### src/rtl/uart_rx_ctrl_if.sv
// Bundle between the UART receiver / APB register file (master side) and the
// receive controller (slave side).
interface uart_rx_ctrl_if #(
  parameter int DATA_WIDTH = 8,
  parameter int FIFO_DEPTH = 16
);
  localparam int LW = $clog2(FIFO_DEPTH) + 1;

  logic                  baud_en_16x;
  logic [DATA_WIDTH-1:0] rx_data;
  logic                  rx_ready;
  logic                  rx_busy;
  logic                  rx_error;
  logic                  rx_en;
  logic                  flush;
  logic                  clr_err;
  logic                  irq_en;
  logic [LW-1:0]         irq_thresh;
  logic                  rd_en;
  logic [DATA_WIDTH-1:0] rd_data;
  logic                  rd_perr;
  logic [LW-1:0]         rx_level;
  logic                  rx_empty;
  logic                  rx_full;
  logic                  overrun_err;
  logic                  frame_err;
  logic                  timeout;
  logic                  irq;

  modport master (
    output baud_en_16x, rx_data, rx_ready, rx_busy, rx_error, rx_en, flush,
           clr_err, irq_en, irq_thresh, rd_en,
    input  rd_data, rd_perr, rx_level, rx_empty, rx_full, overrun_err,
           frame_err, timeout, irq
  );

  modport slave (
    input  baud_en_16x, rx_data, rx_ready, rx_busy, rx_error, rx_en, flush,
           clr_err, irq_en, irq_thresh, rd_en,
    output rd_data, rd_perr, rx_level, rx_empty, rx_full, overrun_err,
           frame_err, timeout, irq
  );
endinterface

### src/rtl/uart_rx_ctrl.sv
// UART receive-side controller: character FIFO with parity flags, overrun /
// framing / timeout detection and a single registered interrupt.
module uart_rx_ctrl #(
  parameter int DATA_WIDTH    = 8,
  parameter int FIFO_DEPTH    = 16,
  parameter int TIMEOUT_TICKS = 704
) (
  input logic            clk,
  input logic            rst_n,
  uart_rx_ctrl_if.slave  bus
);
  localparam int AW = $clog2(FIFO_DEPTH);
  localparam int LW = AW + 1;
  localparam int CW = $clog2(TIMEOUT_TICKS + 1);

  typedef struct packed {
    logic                  perr;
    logic [DATA_WIDTH-1:0] data;
  } entry_t;

  entry_t        mem_q [FIFO_DEPTH];
  logic [AW-1:0] wr_ptr_q, wr_ptr_d;
  logic [AW-1:0] rd_ptr_q, rd_ptr_d;
  logic [LW-1:0] level_q, level_d;
  logic [CW-1:0] cnt_q, cnt_d;
  logic          busy_q;
  logic          overrun_q, overrun_d;
  logic          frame_q, frame_d;
  logic          timeout_q, timeout_d;
  logic          irq_q, irq_d;

  logic is_empty, is_full;
  logic push_req, do_push, do_pop;
  logic overrun_set, frame_set, timeout_set, cnt_clr, level_hit;

  assign is_empty = (level_q == '0);
  assign is_full  = (level_q == LW'(FIFO_DEPTH));

  // A push into a full FIFO still lands when the head leaves in the same cycle.
  assign push_req    = bus.rx_ready & bus.rx_en;
  assign do_pop      = bus.rd_en & ~is_empty;
  assign do_push     = push_req & (~is_full | do_pop);
  assign overrun_set = push_req & ~do_push;
  assign frame_set   = bus.rx_en & busy_q & ~bus.rx_busy & bus.rx_error & ~bus.rx_ready;

  assign cnt_clr     = do_push | do_pop | bus.flush | bus.rx_busy | is_empty;
  assign timeout_set = ~cnt_clr & bus.baud_en_16x & (cnt_q == CW'(TIMEOUT_TICKS - 1));
  assign level_hit   = (bus.irq_thresh != '0) && (level_q >= bus.irq_thresh);

  // NOTE: every variable gets a default before any branch so no latch is inferred.
  always_comb begin
    wr_ptr_d  = wr_ptr_q;
    rd_ptr_d  = rd_ptr_q;
    level_d   = level_q;
    cnt_d     = cnt_q;
    overrun_d = overrun_q;
    frame_d   = frame_q;
    timeout_d = timeout_q;

    if (bus.flush) begin
      wr_ptr_d = '0;
      rd_ptr_d = '0;
      level_d  = '0;
    end else begin
      if (do_push) wr_ptr_d = wr_ptr_q + AW'(1);
      if (do_pop)  rd_ptr_d = rd_ptr_q + AW'(1);
      case ({do_push, do_pop})
        2'b10:   level_d = level_q + LW'(1);
        2'b01:   level_d = level_q - LW'(1);
        default: level_d = level_q;
      endcase
    end

    if (cnt_clr)
      cnt_d = '0;
    else if (bus.baud_en_16x && cnt_q != CW'(TIMEOUT_TICKS))
      cnt_d = cnt_q + CW'(1);

    // Set events take priority over clearing in the same cycle.
    if (bus.clr_err) begin
      overrun_d = 1'b0;
      frame_d   = 1'b0;
    end
    if (overrun_set) overrun_d = 1'b1;
    if (frame_set)   frame_d   = 1'b1;

    if (bus.clr_err || do_pop || bus.flush) timeout_d = 1'b0;
    if (timeout_set)                        timeout_d = 1'b1;

    irq_d = bus.irq_en & (level_hit | timeout_q | overrun_q | frame_q);
  end

  // NOTE: sequential state uses non-blocking assignments so all registers update together.
  always_ff @(posedge clk or negedge rst_n) begin
    if (!rst_n) begin
      wr_ptr_q  <= '0;
      rd_ptr_q  <= '0;
      level_q   <= '0;
      cnt_q     <= '0;
      busy_q    <= 1'b0;
      overrun_q <= 1'b0;
      frame_q   <= 1'b0;
      timeout_q <= 1'b0;
      irq_q     <= 1'b0;
    end else begin
      wr_ptr_q  <= wr_ptr_d;
      rd_ptr_q  <= rd_ptr_d;
      level_q   <= level_d;
      cnt_q     <= cnt_d;
      busy_q    <= bus.rx_busy;
      overrun_q <= overrun_d;
      frame_q   <= frame_d;
      timeout_q <= timeout_d;
      irq_q     <= irq_d;
    end
  end

  // NOTE: storage is not reset; the read port masks it to zero whenever the FIFO is empty.
  always_ff @(posedge clk) begin
    if (do_push) mem_q[wr_ptr_q] <= '{perr: bus.rx_error, data: bus.rx_data};
  end

  assign bus.rd_data     = is_empty ? '0   : mem_q[rd_ptr_q].data;
  assign bus.rd_perr     = is_empty ? 1'b0 : mem_q[rd_ptr_q].perr;
  assign bus.rx_level    = level_q;
  assign bus.rx_empty    = is_empty;
  assign bus.rx_full     = is_full;
  assign bus.overrun_err = overrun_q;
  assign bus.frame_err   = frame_q;
  assign bus.timeout     = timeout_q;
  assign bus.irq         = irq_q;
endmodule

### src/flat_wrapper.sv
// flat-port wrapper written by rule: the top's interface ports become plain ports
module uart_rx_ctrl_flat 
#(
  parameter int DATA_WIDTH    = 8,
  parameter int FIFO_DEPTH    = 16,
  parameter int TIMEOUT_TICKS = 704
)
  (clk, rst_n, bus_baud_en_16x, bus_rx_data, bus_rx_ready, bus_rx_busy, bus_rx_error, bus_rx_en, bus_flush, bus_clr_err, bus_irq_en, bus_irq_thresh, bus_rd_en, bus_rd_data, bus_rd_perr, bus_rx_level, bus_rx_empty, bus_rx_full, bus_overrun_err, bus_frame_err, bus_timeout, bus_irq);
  uart_rx_ctrl_if #(.DATA_WIDTH(DATA_WIDTH), .FIFO_DEPTH(FIFO_DEPTH)) bus_i ();
  input logic clk;
  input logic rst_n;
  input wire logic [$bits(bus_i.baud_en_16x)-1:0] bus_baud_en_16x;
  input wire logic [$bits(bus_i.rx_data)-1:0] bus_rx_data;
  input wire logic [$bits(bus_i.rx_ready)-1:0] bus_rx_ready;
  input wire logic [$bits(bus_i.rx_busy)-1:0] bus_rx_busy;
  input wire logic [$bits(bus_i.rx_error)-1:0] bus_rx_error;
  input wire logic [$bits(bus_i.rx_en)-1:0] bus_rx_en;
  input wire logic [$bits(bus_i.flush)-1:0] bus_flush;
  input wire logic [$bits(bus_i.clr_err)-1:0] bus_clr_err;
  input wire logic [$bits(bus_i.irq_en)-1:0] bus_irq_en;
  input wire logic [$bits(bus_i.irq_thresh)-1:0] bus_irq_thresh;
  input wire logic [$bits(bus_i.rd_en)-1:0] bus_rd_en;
  output wire logic [$bits(bus_i.rd_data)-1:0] bus_rd_data;
  output wire logic [$bits(bus_i.rd_perr)-1:0] bus_rd_perr;
  output wire logic [$bits(bus_i.rx_level)-1:0] bus_rx_level;
  output wire logic [$bits(bus_i.rx_empty)-1:0] bus_rx_empty;
  output wire logic [$bits(bus_i.rx_full)-1:0] bus_rx_full;
  output wire logic [$bits(bus_i.overrun_err)-1:0] bus_overrun_err;
  output wire logic [$bits(bus_i.frame_err)-1:0] bus_frame_err;
  output wire logic [$bits(bus_i.timeout)-1:0] bus_timeout;
  output wire logic [$bits(bus_i.irq)-1:0] bus_irq;
  assign bus_i.baud_en_16x = bus_baud_en_16x;
  assign bus_i.rx_data = bus_rx_data;
  assign bus_i.rx_ready = bus_rx_ready;
  assign bus_i.rx_busy = bus_rx_busy;
  assign bus_i.rx_error = bus_rx_error;
  assign bus_i.rx_en = bus_rx_en;
  assign bus_i.flush = bus_flush;
  assign bus_i.clr_err = bus_clr_err;
  assign bus_i.irq_en = bus_irq_en;
  assign bus_i.irq_thresh = bus_irq_thresh;
  assign bus_i.rd_en = bus_rd_en;
  assign bus_rd_data = bus_i.rd_data;
  assign bus_rd_perr = bus_i.rd_perr;
  assign bus_rx_level = bus_i.rx_level;
  assign bus_rx_empty = bus_i.rx_empty;
  assign bus_rx_full = bus_i.rx_full;
  assign bus_overrun_err = bus_i.overrun_err;
  assign bus_frame_err = bus_i.frame_err;
  assign bus_timeout = bus_i.timeout;
  assign bus_irq = bus_i.irq;
  uart_rx_ctrl #(.DATA_WIDTH(DATA_WIDTH), .FIFO_DEPTH(FIFO_DEPTH), .TIMEOUT_TICKS(TIMEOUT_TICKS)) u_core (.clk(clk), .rst_n(rst_n), .bus(bus_i));
endmodule
### config.mk
export PLATFORM = sky130hd
export DESIGN_NAME = uart_rx_ctrl_flat
export DESIGN_NICKNAME = d
export VERILOG_FILES = /design/src/rtl/uart_rx_ctrl_if.sv /design/src/rtl/uart_rx_ctrl.sv /design/src/flat_wrapper.sv
export SDC_FILE = /design/constraint.sdc
export NUM_CORES = 1
export LEC_CHECK = 0
export BUFFER_PORTS_ARGS = -buffer_cell sky130_fd_sc_hd__buf_2
export CORE_ASPECT_RATIO = 1.4
export CORE_MARGIN = 5
export CORE_UTILIZATION = 57
export CTS_CLUSTER_SIZE = 16
export DETAILED_ROUTE_END_ITERATION = 10
export HOLD_SLACK_MARGIN = 0.02
export PLACE_DENSITY = 0.86
export SLEW_MARGIN = 20
export SYNTH_ARGS = -nofsm -noshare
export SYNTH_HDL_FRONTEND = slang
export SYNTH_SLANG_ARGS = --single-unit
### constraint.sdc
create_clock -name clk -period 3.35 [get_ports clk]
set_input_delay 0.67 -clock clk [delete_from_list [all_inputs] [get_ports clk]]
set_output_delay 0.67 -clock clk [all_outputs]
set_load 0.02 [all_outputs]
==> results.md <==
- DP Area: slightly below 8000 sq um
- Clock root cell: clkbuf_16
- Synthesis-stage register bit count: ~170
- H-tree Lvls: 4
- Post-route ant nets: 0
- Fin. Hold Viols: 0
- Rows: 49
- CP endpoint kind: output port
- Ys async rst share: between 10% and 20%
- Clock buffer depth: 2
- Fmax achieved: 0.323 GHz
- IO Pins: between 40 and 50
- Clock Skews: about 8.6 ps
- Critical path type: flop to output port
- Fraction of layout cells with a size suffix above 1: between 20% and 30%
- Post-synth top area share: around three fifths
- Worst-margin pin slew: ~640 ps
- Netlist Area Pre-Place: about 7400 sq um
- Post-Syn Nets: ~470
- Tmin final: about 3100 ps
- TritonRoute pass-1 iters: 5
- Die span in y: between 100 and 150 microns
- Crit path max-delay cell type: dfrtp_2
- Peak VDD IR: between 400 and 500 uV
- Antenna violations before repair: 0
- Syn avg cell area: about 17 sq um
- Seq/Total Area, Yosys: slightly below 70%
- Critical path arrival: 2430 ps
- Fin crit share: between 90% and 100%
- GRT Resource Usage Total: a little over a fifth
- Yosys synthesis warning count: 0
- Grt peak-use layer: met2
- CP startpoint kind: flop
- Largest net degree at the start of global routing: 30
- Pwr Total: approximately 5.5 mW
- CP required: approximately 2700 ps
- Filler cell count: 871
- # setup viols final: 0
- Clock sink count: 172
- Post-synth top flop: edfxtp_1
- Final wirelength: ~15000 microns
- CTS Hold Buffers Added: 0
- Slew Limit Headroom: 57.5%
- GR Layer Usage met1: between 20 and 30%
- Final setup TNS: 0 ps
- Buffers plus inverters on the worst setup path: 2
- Met3 Resource Use GR: ~4.4%
- Port bufs: 43
- Die X: 106 microns
- Clk Latency, worst-skew pair: a little over 400 ps
- Synth Instances: 427
- Max-slew violations: 0
- Global routing usage on met2: between 30% and 40%
- Core area: 12800 sq um
- Die ar.: 15300 sq um
- Routed WL per cell: around 23 microns
- Detailed Place HPWL: slightly below 10000 microns
- Unique masters post-synth: 53
- Number of DRC markers in iteration 0: 258
- Nets@finish: around 520
- Status: completed
- Pwr dens: 661 nW/um^2
- N_diodes: 0
- Post-route DRC violation count: 0
- Largest delay contributor family on the critical path: multiplexers
- Post-CTS resize count: 0
- First-pass GRT wire length: ~24000 microns
- Max-Cap Viols: 0
- Ranking of synthesized cells by area: edfxtp_1 (59%), mux4_2 (11%), dfrtp_1 (9.5%)
- CTS tree: done
- EDFF count, synth: between 100 and 150
- Vias in the first global route: between 4000 and 5000
- Cell taking the most area after synthesis: edfxtp_1
- Congestion Overflow GR: 0
- Worst-path cell chain: buf_12 > mux4_2 > mux2i_1 > o22ai_1 > buf_2
- Crit-path max FO: 29
- TritonCTS buffer count: 17
- RSZ-0062 raised after global routing: false
- Vias: between 4000 and 5000
- Initial Util: between 50 and 60%
- Leak: 2.89 nW
- Clock-pin slew on the worst setup and hold paths: around 60 ps
- DR vias/cell: about 6.2
- GPL Wtd Cong: roughly 0.8
- Post-CTS Setup Inserts: 0
- Hold Path Class: input pin to asynchronous set/reset pin
- Post-Route Utilization: 65.6%
- Post-route cell area: around 8400 sq um
- Final Hold Slack: ~280 ps
- P&R area growth vs syn: 13.5%
- CP peak stage delay: 610 ps
-- worst reg2reg max path: stages, from the launching register on --
cell and delay [ps]:
dfrtp_1 490, nor4_2 510, a211oi_2 210, fa_1 460, a21o_1 210, a2111oi_0 410, o21ai_0 140, a31oi_1 170
-- flip-flops by register name (all words and copies together), names as in the netlist --
| signal | flops |
|---|---|
| u_core.rd_ptr_q | 4 |
| u_core.busy_q | 1 |
| u_core.mem_q | 144 |
| u_core.bus.frame_err | 1 |
| u_core.bus.timeout | 1 |
| u_core.bus.irq | 1 |
| u_core.bus.rx_level | 5 |
| u_core.wr_ptr_q | 4 |
| u_core.cnt_q | 10 |
| u_core.bus.overrun_err | 1 |
-- placed cells by master (no fill, tap or decap), types with 5 or more instances in the layout --
cell and instances:
edfxtp_1 144, buf_2 43, mux4_2 36, nor2_1 28
dfrtp_1 27, mux2i_1 23, inv_1 20, clkbuf_16 17
ha_1 15, buf_4 12, o22ai_1 10, and2_1 9
xnor2_1 9, nand2_1 7, nand3_1 7, nor4_2 5
o21ai_0 5, xor2_1 5, clkinv_4 5
-- layer usage --
metal | vias up | wire (microns) | share of wire, %
met1 | 2092 | 5580 | 37
met4 | 0 | 116 | 0.77
li1 | 1787 | - | -
met5 | - | 0 | 0
met2 | 153 | 8570 | 57
met3 | 10 | 843 | 5.6
-- synth_stat cells (2+ instances only) --
| cell | number |
|---|---|
| a211oi_1 | 4 |
| a21o_1 | 2 |
| a21oi_1 | 4 |
| and2_1 | 9 |
| buf_2 | 7 |
| buf_6 | 2 |
| clkbuf_1 | 11 |
| dfrtp_1 | 28 |
| edfxtp_1 | 144 |
| ha_1 | 15 |
| inv_1 | 20 |
| mux2_2 | 3 |
| mux2i_1 | 23 |
| mux4_2 | 36 |
| nand2_1 | 7 |
| nand2b_1 | 3 |
| nand3_1 | 7 |
| nand4_1 | 4 |
| nor2_1 | 28 |
| nor2b_1 | 3 |
| nor3_1 | 3 |
| nor3b_1 | 2 |
| nor4_1 | 4 |
| o211ai_1 | 2 |
| o21ai_0 | 5 |
| o21ai_1 | 2 |
| o22ai_1 | 10 |
| or3_1 | 2 |
| xnor2_1 | 9 |
| xor2_1 | 5 |
-- report_power, final --
group	total, mW	switching [mW]	internal (mW)
Clock	1.81	0.788	1.03
Combinational	1.25	0.677	0.568
Sequential	2.48	0.106	2.37
Total	5.54	1.57	3.96
-- final timing paths --
| path | end | slack (ps) | from | cells past startpoint |
|---|---|---|---|---|
| max in group asynchronous | u_core.rd_ptr_q[0]$_DFFE_PN0P_ | 2620 | rst_n | 1 |
| min reg2reg | u_core.bus.overrun_err$_DFFE_PN0P_ | 550 | u_core.bus.overrun_err$_DFFE_PN0P_ | 2 |
| max reg2reg | u_core.bus.rx_level[4]$_DFFE_PN0P_ | 690 | u_core.bus.rx_level[1]$_DFFE_PN0P_ | 7 |
| min | u_core.cnt_q[2]$_DFFE_PN0P_ | 280 | rst_n | 1 |
| min in group clk | u_core.busy_q$_DFF_PN0_ | 430 | bus_rx_busy | 1 |
| max | bus_rd_data[5] | 250 | u_core.rd_ptr_q[0]$_DFFE_PN0P_ | 5 |
-- final cells by class --
cell class	count	area [sq um]	share of cell area, %
flip-flops and latches	172	5030	60.1
repair buffers	56	325	3.89
clock inverters	13	119	1.42
well taps	153	191	2.29
clock buffers	19	433	5.17
inverters	20	75.1	0.897
multi-input cells	215	2200	26.3
-- per-stage QoR --
stage	setup slack [ps]	cells
CTS	186	648
detailed placement	478	616
global placement	525	616
global route	104	648
finish	251	648
floorplan	611	427
-- logic make-up (layout without fill, tap and decap cells) --
kind of cell | after synthesis | count (layout) | synth area share (%)
adder cells (fa/ha/maj) | 16 | 16 | 2.82
buffers and inverters | 40 | 108 | 2.36
AO/OA/AOI/OAI | 44 | 44 | 4.75
AND/OR/NAND/NOR | 79 | 79 | 5.67
XOR/XNOR | 14 | 14 | 1.66
flip-flops | 172 | 172 | 68.2
multiplexers | 62 | 62 | 14.6
(Power assumes the default switching activity.)
